==> config.mk <==
export PLATFORM = sky130hd
export DESIGN_NAME = sprite_draw_scheduler
export DESIGN_NICKNAME = d
export VERILOG_FILES = /design/src/rtl/sprite_pkg.sv /design/src/rtl/sprite_draw_scheduler_rr_arbiter.sv /design/src/rtl/sprite_draw_scheduler.sv
export SDC_FILE = /design/constraint.sdc
export NUM_CORES = 1
export LEC_CHECK = 0
export BUFFER_PORTS_ARGS = -buffer_cell sky130_fd_sc_hd__buf_2
export CAP_MARGIN = 20
export CELL_PAD_IN_SITES_DETAIL_PLACEMENT = 0
export CELL_PAD_IN_SITES_GLOBAL_PLACEMENT = 1
export CORE_MARGIN = 2
export CORE_UTILIZATION = 36
export DETAILED_ROUTE_END_ITERATION = 10
export GPL_TIMING_DRIVEN = 0
export PLACE_DENSITY = 0.82
export SKIP_LAST_GASP = 1
export SYNTH_ARGS = -nofsm -noshare
export SYNTH_HDL_FRONTEND = slang
export SYNTH_SLANG_ARGS = --single-unit
==> constraint.sdc <==
create_clock -name clk -period 3.2 [get_ports clk]
set_input_delay 0.96 -clock clk [delete_from_list [all_inputs] [get_ports clk]]
set_output_delay 0.96 -clock clk [all_outputs]
set_load 0.02 [all_outputs]
==> src/rtl/sprite_pkg.sv <==
// Shared definitions for the sprite draw scheduler and the sprite drawer.
package sprite_pkg;

  typedef enum logic [1:0] {
    S_IDLE   = 2'd0,
    S_LAUNCH = 2'd1,
    S_DRAW   = 2'd2,
    S_ACK    = 2'd3
  } sched_state_e;

  localparam int COORD_W     = 10;
  localparam int SPRITE_SIZE = 31;

  // Ring index base+off, wrapped by explicit compare (off < n, base < n).
  function automatic int rr_wrap(input int base, input int off, input int n);
    int s;
    s = base + off;
    return (s >= n) ? s - n : s;
  endfunction

endpackage

==> src/rtl/sprite_draw_scheduler_rr_arbiter.sv <==
// Combinational round-robin pick: first eligible index at or after ptr, wrapping.
module rr_arbiter
  import sprite_pkg::*;
#(
  parameter int N  = 4,
  parameter int IW = (N > 1) ? $clog2(N) : 1
) (
  input  logic [N-1:0]  eligible,
  input  logic [IW-1:0] ptr,
  output logic          any,
  output logic [IW-1:0] idx
);

  // Scan the ring from the far end so the index closest to ptr wins last.
  always_comb begin
    any = 1'b0;
    idx = '0;
    for (int k = N - 1; k >= 0; k--) begin
      if (eligible[rr_wrap(int'(ptr), k, N)]) begin
        any = 1'b1;
        idx = IW'(rr_wrap(int'(ptr), k, N));
      end
    end
  end

endmodule

==> src/rtl/sprite_draw_scheduler.sv <==
// Shares one sprite drawer among NUM_REQ objects: round-robin, once per frame.
module sprite_draw_scheduler
  import sprite_pkg::*;
#(
  parameter int NUM_REQ = 4,
  parameter int SEL_W   = 2,
  parameter int TIMEOUT = 2047
) (
  input  logic                       clk,
  input  logic                       reset_n,
  input  logic                       frame_start,
  input  logic [NUM_REQ-1:0]         req,
  input  logic [NUM_REQ*COORD_W-1:0] req_x,
  input  logic [NUM_REQ*COORD_W-1:0] req_y,
  input  logic [NUM_REQ*SEL_W-1:0]   req_sel,
  output logic [NUM_REQ-1:0]         ack,
  output logic                       drw_go,
  output logic [COORD_W-1:0]         drw_x,
  output logic [COORD_W-1:0]         drw_y,
  output logic [SEL_W-1:0]           drw_sel,
  input  logic                       drw_done,
  output logic                       busy,
  output logic                       frame_done,
  output logic                       draw_timeout
);

  localparam int IW = $clog2(NUM_REQ);
  localparam int CW = $clog2(TIMEOUT + 1);

  sched_state_e         state_q;
  logic [IW-1:0]        idx_q, ptr_q, win_idx;
  logic                 win_any;
  logic [NUM_REQ-1:0]   served_q, eligible, ack_q;
  logic                 pending_q, go_q, tmo_q;
  logic [CW-1:0]        cnt_q;
  logic [COORD_W-1:0]   x_q, y_q;
  logic [SEL_W-1:0]     sel_q;

  assign eligible = req & ~served_q;

  rr_arbiter #(.N(NUM_REQ), .IW(IW)) u_arb (
    .eligible (eligible),
    .ptr      (ptr_q),
    .any      (win_any),
    .idx      (win_idx)
  );

  // Scheduler FSM with capture registers, served mask, pointer and watchdog.
  always_ff @(posedge clk) begin
    if (!reset_n) begin
      state_q   <= S_IDLE;
      idx_q     <= '0;
      ptr_q     <= '0;
      served_q  <= '0;
      ack_q     <= '0;
      pending_q <= 1'b0;
      go_q      <= 1'b0;
      tmo_q     <= 1'b0;
      cnt_q     <= '0;
      x_q       <= '0;
      y_q       <= '0;
      sel_q     <= '0;
    end else begin
      ack_q <= '0;
      // A frame boundary mid-draw is remembered and applied when the draw retires.
      if (frame_start && state_q != S_IDLE) pending_q <= 1'b1;
      case (state_q)
        S_IDLE: begin
          if (frame_start) served_q <= '0;
          if (win_any) begin
            idx_q   <= win_idx;
            x_q     <= req_x[int'(win_idx)*COORD_W +: COORD_W];
            y_q     <= req_y[int'(win_idx)*COORD_W +: COORD_W];
            sel_q   <= req_sel[int'(win_idx)*SEL_W +: SEL_W];
            go_q    <= 1'b1;
            state_q <= S_LAUNCH;
          end
        end
        // Drawer still shows idle here, so done is not looked at.
        S_LAUNCH: state_q <= S_DRAW;
        S_DRAW: begin
          if (drw_done) begin
            go_q         <= 1'b0;
            ack_q        <= '0;
            ack_q[idx_q] <= 1'b1;
            state_q      <= S_ACK;
          end else if (cnt_q == CW'(TIMEOUT)) begin
            tmo_q        <= 1'b1;
            go_q         <= 1'b0;
            ack_q        <= '0;
            ack_q[idx_q] <= 1'b1;
            state_q      <= S_ACK;
          end else begin
            cnt_q <= cnt_q + 1'b1;
          end
        end
        S_ACK: begin
          cnt_q   <= '0;
          ptr_q   <= (idx_q == IW'(NUM_REQ - 1)) ? '0 : idx_q + 1'b1;
          state_q <= S_IDLE;
          if (pending_q || frame_start) begin
            served_q  <= '0;
            pending_q <= 1'b0;
          end else begin
            served_q[idx_q] <= 1'b1;
          end
        end
        default: state_q <= S_IDLE;
      endcase
    end
  end

  assign ack          = ack_q;
  assign drw_go       = go_q;
  assign drw_x        = x_q;
  assign drw_y        = y_q;
  assign drw_sel      = sel_q;
  assign busy         = (state_q != S_IDLE);
  assign frame_done   = (eligible == '0) && (state_q == S_IDLE) && !pending_q;
  assign draw_timeout = tmo_q;

endmodule

## Word level (Yosys, flattened, before mapping)

Index checks and enable logic that the tools add are counted.

| storage, ports and cells | value |
|---|---|
| register bits | 50 |
| input port bits | 96 |
| word-level logic and storage cells | 114 |

| cells by class | value |
|---|---|
| $add $sub $neg | 9 |
| multiply operators | 1 |
| $lt $le $gt $ge | 10 |
| equality and inequality tests | 10 |
| shift operators | 3 |
| muxes and demuxes | 46 |
| bitwise logic cells | 4 |
| reduce and logical (&&, ||, !) cells | 19 |

Operators with widths:

| kind | number |
|---|---|
| < comparator 32 x 4 -> 1 bit, second input constant | 4 |
| 2-to-1 mux 32 bit | 4 |
| greater-or-equal comparator 32 x 4 -> 1 bit, second input constant | 3 |
| subtractor 32 x 4 -> 32 bit, second input constant | 3 |
| indexed part select 40 x 32 -> 10 bit | 1 |
| indexed part select 40 x 7 -> 10 bit | 1 |
| 2-to-1 mux 11 bit | 2 |
| case mux 11 bit (2 select lines) | 1 |
| 2-to-1 mux 1 bit | 19 |
| 2-to-1 mux 2 bit | 8 |
| 2-to-1 mux 4 bit | 4 |
| adder 11 x 1 -> 11 bit, second input constant | 1 |
| == test 11 bit, second input constant | 1 |
| AND reduction 3 bit | 3 |
| binary-select mux 1 bit (select 2 bit) | 4 |
| case mux 2 bit (4 select lines) | 1 |
| case mux 4 bit (2 select lines) | 1 |
| AND reduction 2 bit | 4 |
| nonzero test 2 bit | 4 |
| indexed part select 8 x 4 -> 2 bit | 1 |
| adder 2 x 2 -> 3 bit, second input constant | 2 |
| == test 2 bit, second input constant | 3 |
| inequality test 2 bit, second input constant | 3 |
| multiplier 2 x 3 -> 5 bit, second input constant | 1 |
| 20 further kinds | 23 |

## Longest topological paths before layout

| depth | value |
|---|---|
| depth in word-level cells | 12 |
| depth in mapped cells | 7 |
| mapped depth without buffers | 7 |

## By module

From an unflattened synthesis, not the netlist that was laid out.

| second synthesis, totals | value |
|---|---|
| cells, all modules | 301 |
| area, all modules | 2812.7 um^2 |

Modules (own cells, without submodules):

| module | instances | cells each | area an instance (um^2) |
|---|---|---|---|
| sprite_draw_scheduler | 1 | 288 | 2735.1 |
| rr_arbiter | 1 | 13 | 77.6 |

## Least setup slack after synthesis

OpenSTA, ideal clock, no wires.

| timing path | value |
|---|---|
| path type | input to output |
| start point | in req[3] |
| end point | out frame_done |
| arrival | 1.845 ns |
| slack | 0.395 ns |
| stages on the path | 4 |
| path through | nor2b_1 -> nor4_1 -> nand2_1 -> nor2_1 |

| between the ends | value |
|---|---|
| cells in the longest elaborated chain, start to end | 4 |

RTL lines:

| element | line | text |
|---|---|---|
| from (decl) | sprite_draw_scheduler.sv:12 | `input logic [NUM_REQ-1:0] req,` |
| AND 4 bit | sprite_draw_scheduler.sv:39 | `assign eligible = req & ~served_q;` |
| logical NOT 4 bit | sprite_draw_scheduler.sv:119 | `assign frame_done = (eligible == '0) && (state_q == S_IDLE) && !pending_q;` |
| logical AND 1 bit (2 in series) | sprite_draw_scheduler.sv:119 |  |
| to (decl) | sprite_draw_scheduler.sv:23 | `output logic frame_done,` |

No other way between the ends.

## Worst setup path after layout

Same ends and word-level chain as after synthesis.

==> summary.md <==
| Metric | Value |
|---|---|
| Final Net Count | 513 |
| Syn_nets | 381 |
| Avg Vias per Cell | 5.02 |
| Global-route wire length before repair | 12,300 µm |
| Post-CTS Setup Bufs | 0 |
| Post-Layout Inst Area | 3490 µm² |
| Area of the multi-input gates | 1540 µm² |
| Rel. slew slack | 0.521 |
| Die width | 89.8 µm |
| Commonest non-fill, non-tap cell in the layout | buf_2 |
| Via count | 2,555 |
| Crit path top cell by count | buf_2 |
| Die area | 8060 µm² |
| Met2 global-route usage | 0.311 |
| DRT Pass-1 Iters | 4 |
| Busiest grt layer | met2 |
| Congestion Overflow GR | 0 |
| Setup TNS | 0 ns |
| Most frequent cells in the layout | buf_2, dfxtp_1, mux2i_1 |
| Post-synth ARST share | 0 |
| CTS H-tree depth | 2 |
| DP HPWL | 5660 µm |
| Vias in the first global route | 2,525 |
| Hold Crit Class | flip-flop to flip-flop |
| Rows | 31 |
| Worst-Margin Slew | 0.718 ns |
| Crit-path max FO | 4 |
| Residual DRC | 0 |
| Crit path launch type | input pin |
| Critical Path End Type | output port |
| RSZ-0062 raised after global routing | false |
| Total clock sinks | 50 |
| CP peak stage delay | 0.46 ns |
| Reg area | 1000 µm² |
| Synthesized instance count | 277 |
| DRT Wirelength | 7330 µm |
| Post-synth EDFFs | 0 |
| Die Y | 89.8 µm |
| PwrDens | 664 nW/µm² |
| RePlAce Congestion | 0.762 |
| Layout cells sized above 1 | 0.366 |
| Setup WS post-layout | 0.117 ns |
| Fin crit period | 3.08 ns |
| Total GRT Usage | 0.182 |
| Initial antenna violation count | 0 |
| Status | finished clean |
| Worst-path clk slew | 0.09 ns |
| CP Class | input pin to output port |
| CP max stage cell | nor4_1 |
| F_max | 324 MHz |
| Overall Power | 0.00232 W |
| Post-synth top flop | dfxtp_1 |
| Synth Warn # | 0 |
| Fill count | 724 |
| Arrival time at the worst endpoint | 2.12 ns |
| Clock Tree Buf Depth | 2 |
| Core area | 7180 µm² |
| CP Buf/Inv Count | 2 |
| Setup Skew | 0.00793 ns |
| Crit path max-delay family | simple AND/OR/NAND/NOR gates |
| Clock Latency Late Sink | 0.30 ns |
| Pleak | 1.57 nW |
| Yosys reg bits | 50 |
| Tcrit/Tclk final | 0.963 |
| Synthesized cell area | 2650 µm² |
| Endpoints failing setup | 0 |
| Cell Area, Placed | 3400 µm² |
| Largest net degree at the start of global routing | 15 |
| Port Buffers | 125 |
| Drt wl/cell | 14.4 µm |
| Max-Cap Viols | 0 |
| Dpl ws | 0.136 ns |
| Antenna diode count | 0 |
| Sequential area share after synthesis | 0.378 |
| Final Hold Fails | 0 |
| Peak VDD IR | 0.347 mV |
| Met1 GRT Util | 0.225 |
| Met3 GRT Util | 0.0545 |
| Cells along the critical path | buf_2, nor2b_1, nor4_1, nand2_1, nor2_1, buf_2 |
| CTS buffer count | 5 |
| Post-cts sizing count | 0 |
| Num ports | 126 |
| Crit path required time | 2.24 ns |
| Synth Area per Inst | 9.56 µm² |
| DRT antenna net count | 0 |
| Post-synthesis cell type count | 47 |
| Synth-to-Final Area Change | 31.7% |
| TritonCTS clock tree | built |
| Initial core utilization | 0.369 |
| 1st-iter DRT viols | 52 |
| Clock root cell | clkbuf_8 |
| Hold Buf Count CTS | 0 |
| Final Slew Violations | 0 |
## worst paths after layout
| path | from | endpoint | cells after the start | slack [ns] |
|---|---|---|---|---|
| setup / recovery | req[3] | frame_done | 6 | 0.12 |
| hold / removal | drw_x[3] | drw_x[3] | 2 | 0.46 |
| hold reg to reg | drw_x[3] | drw_x[3] | 2 | 0.46 |
| setup reg to reg | cnt_q[0] | cnt_q[4] | 6 | 1.07 |
## power by group
| group | switching (W) | total (W) | internal, W |
|---|---|---|---|
| clock | 0.000203 | 0.000378 | 0.000175 |
| combinational | 0.000634 | 0.00107 | 0.000435 |
| sequential | 0.0000887 | 0.000869 | 0.000780 |
| total | 0.000926 | 0.00232 | 0.00139 |
## cell families (layout without fill, tap and decap cells)
group           count (synthesis)  after routing  synth area share
compound gates                 58             58             0.178
simple gates                   85             85             0.153
mux                            50             50             0.189
fa+ha+maj                       8              8            0.0378
xor+xnor                        7              7            0.0231
flops                          50             50             0.378
buf+inv                        19            152            0.0411
## synthesized netlist by cell type, types with 3 or more instances
cell type,number,area (µm²)
a21oi_1,11,55.1
and3_1,4,25.0
buf_2,6,30.0
buf_6,4,45.0
dfxtp_1,50,1000
ha_1,8,100
inv_1,6,22.5
mux2i_1,49,490
nand2_1,29,109
nand2b_1,4,25.0
nand3_1,4,20.0
nor2_1,25,93.8
nor2b_1,3,18.8
nor3_1,4,20.0
o21ai_0,4,20.0
o221ai_1,22,193
xnor2_1,5,43.8
## final cells by class
type                    count  area share
plain buffers              12      0.0237
clock inverters             1     0.00143
inverters                   7     0.00753
well taps                  99      0.0355
repair buffers            125       0.179
multi-input cells         208       0.441
flip-flops and latches     50       0.287
clock buffers               7      0.0247
## sequential cells by signal, summed over array words and instances, names as in the netlist
register / cells
drw_sel: 2
pending_q: 1
drw_y: 10
ptr_q: 2
idx_q: 2
drw_x: 10
draw_timeout: 1
ack: 4
served_q: 4
drw_go: 1
cnt_q: 11
state_q: 2
## layer usage
layer	wire length, µm	share of wire
met1	3320	0.45
met5	0	0
met3	513	0.070
met4	75	0.010
met2	3420	0.47
## through the flow
stage	util	hold slack, ns	std cells
floorplan	-	0.437	277
global placement	0.474	0.439	501
detailed placement	0.474	0.446	501
CTS	0.486	0.470	509
global route	0.486	0.499	509
finish	0.486	0.463	509
## worst reg2reg max path: cells and delay by family, from the launching register on
family | cells | cell delay [ns]
simple gates | 3 | 0.79
fa+ha+maj | 1 | 0.25
compound gates | 2 | 0.59
flops | 1 | 0.43
Note: power is estimated with default switching activity, not from simulation.
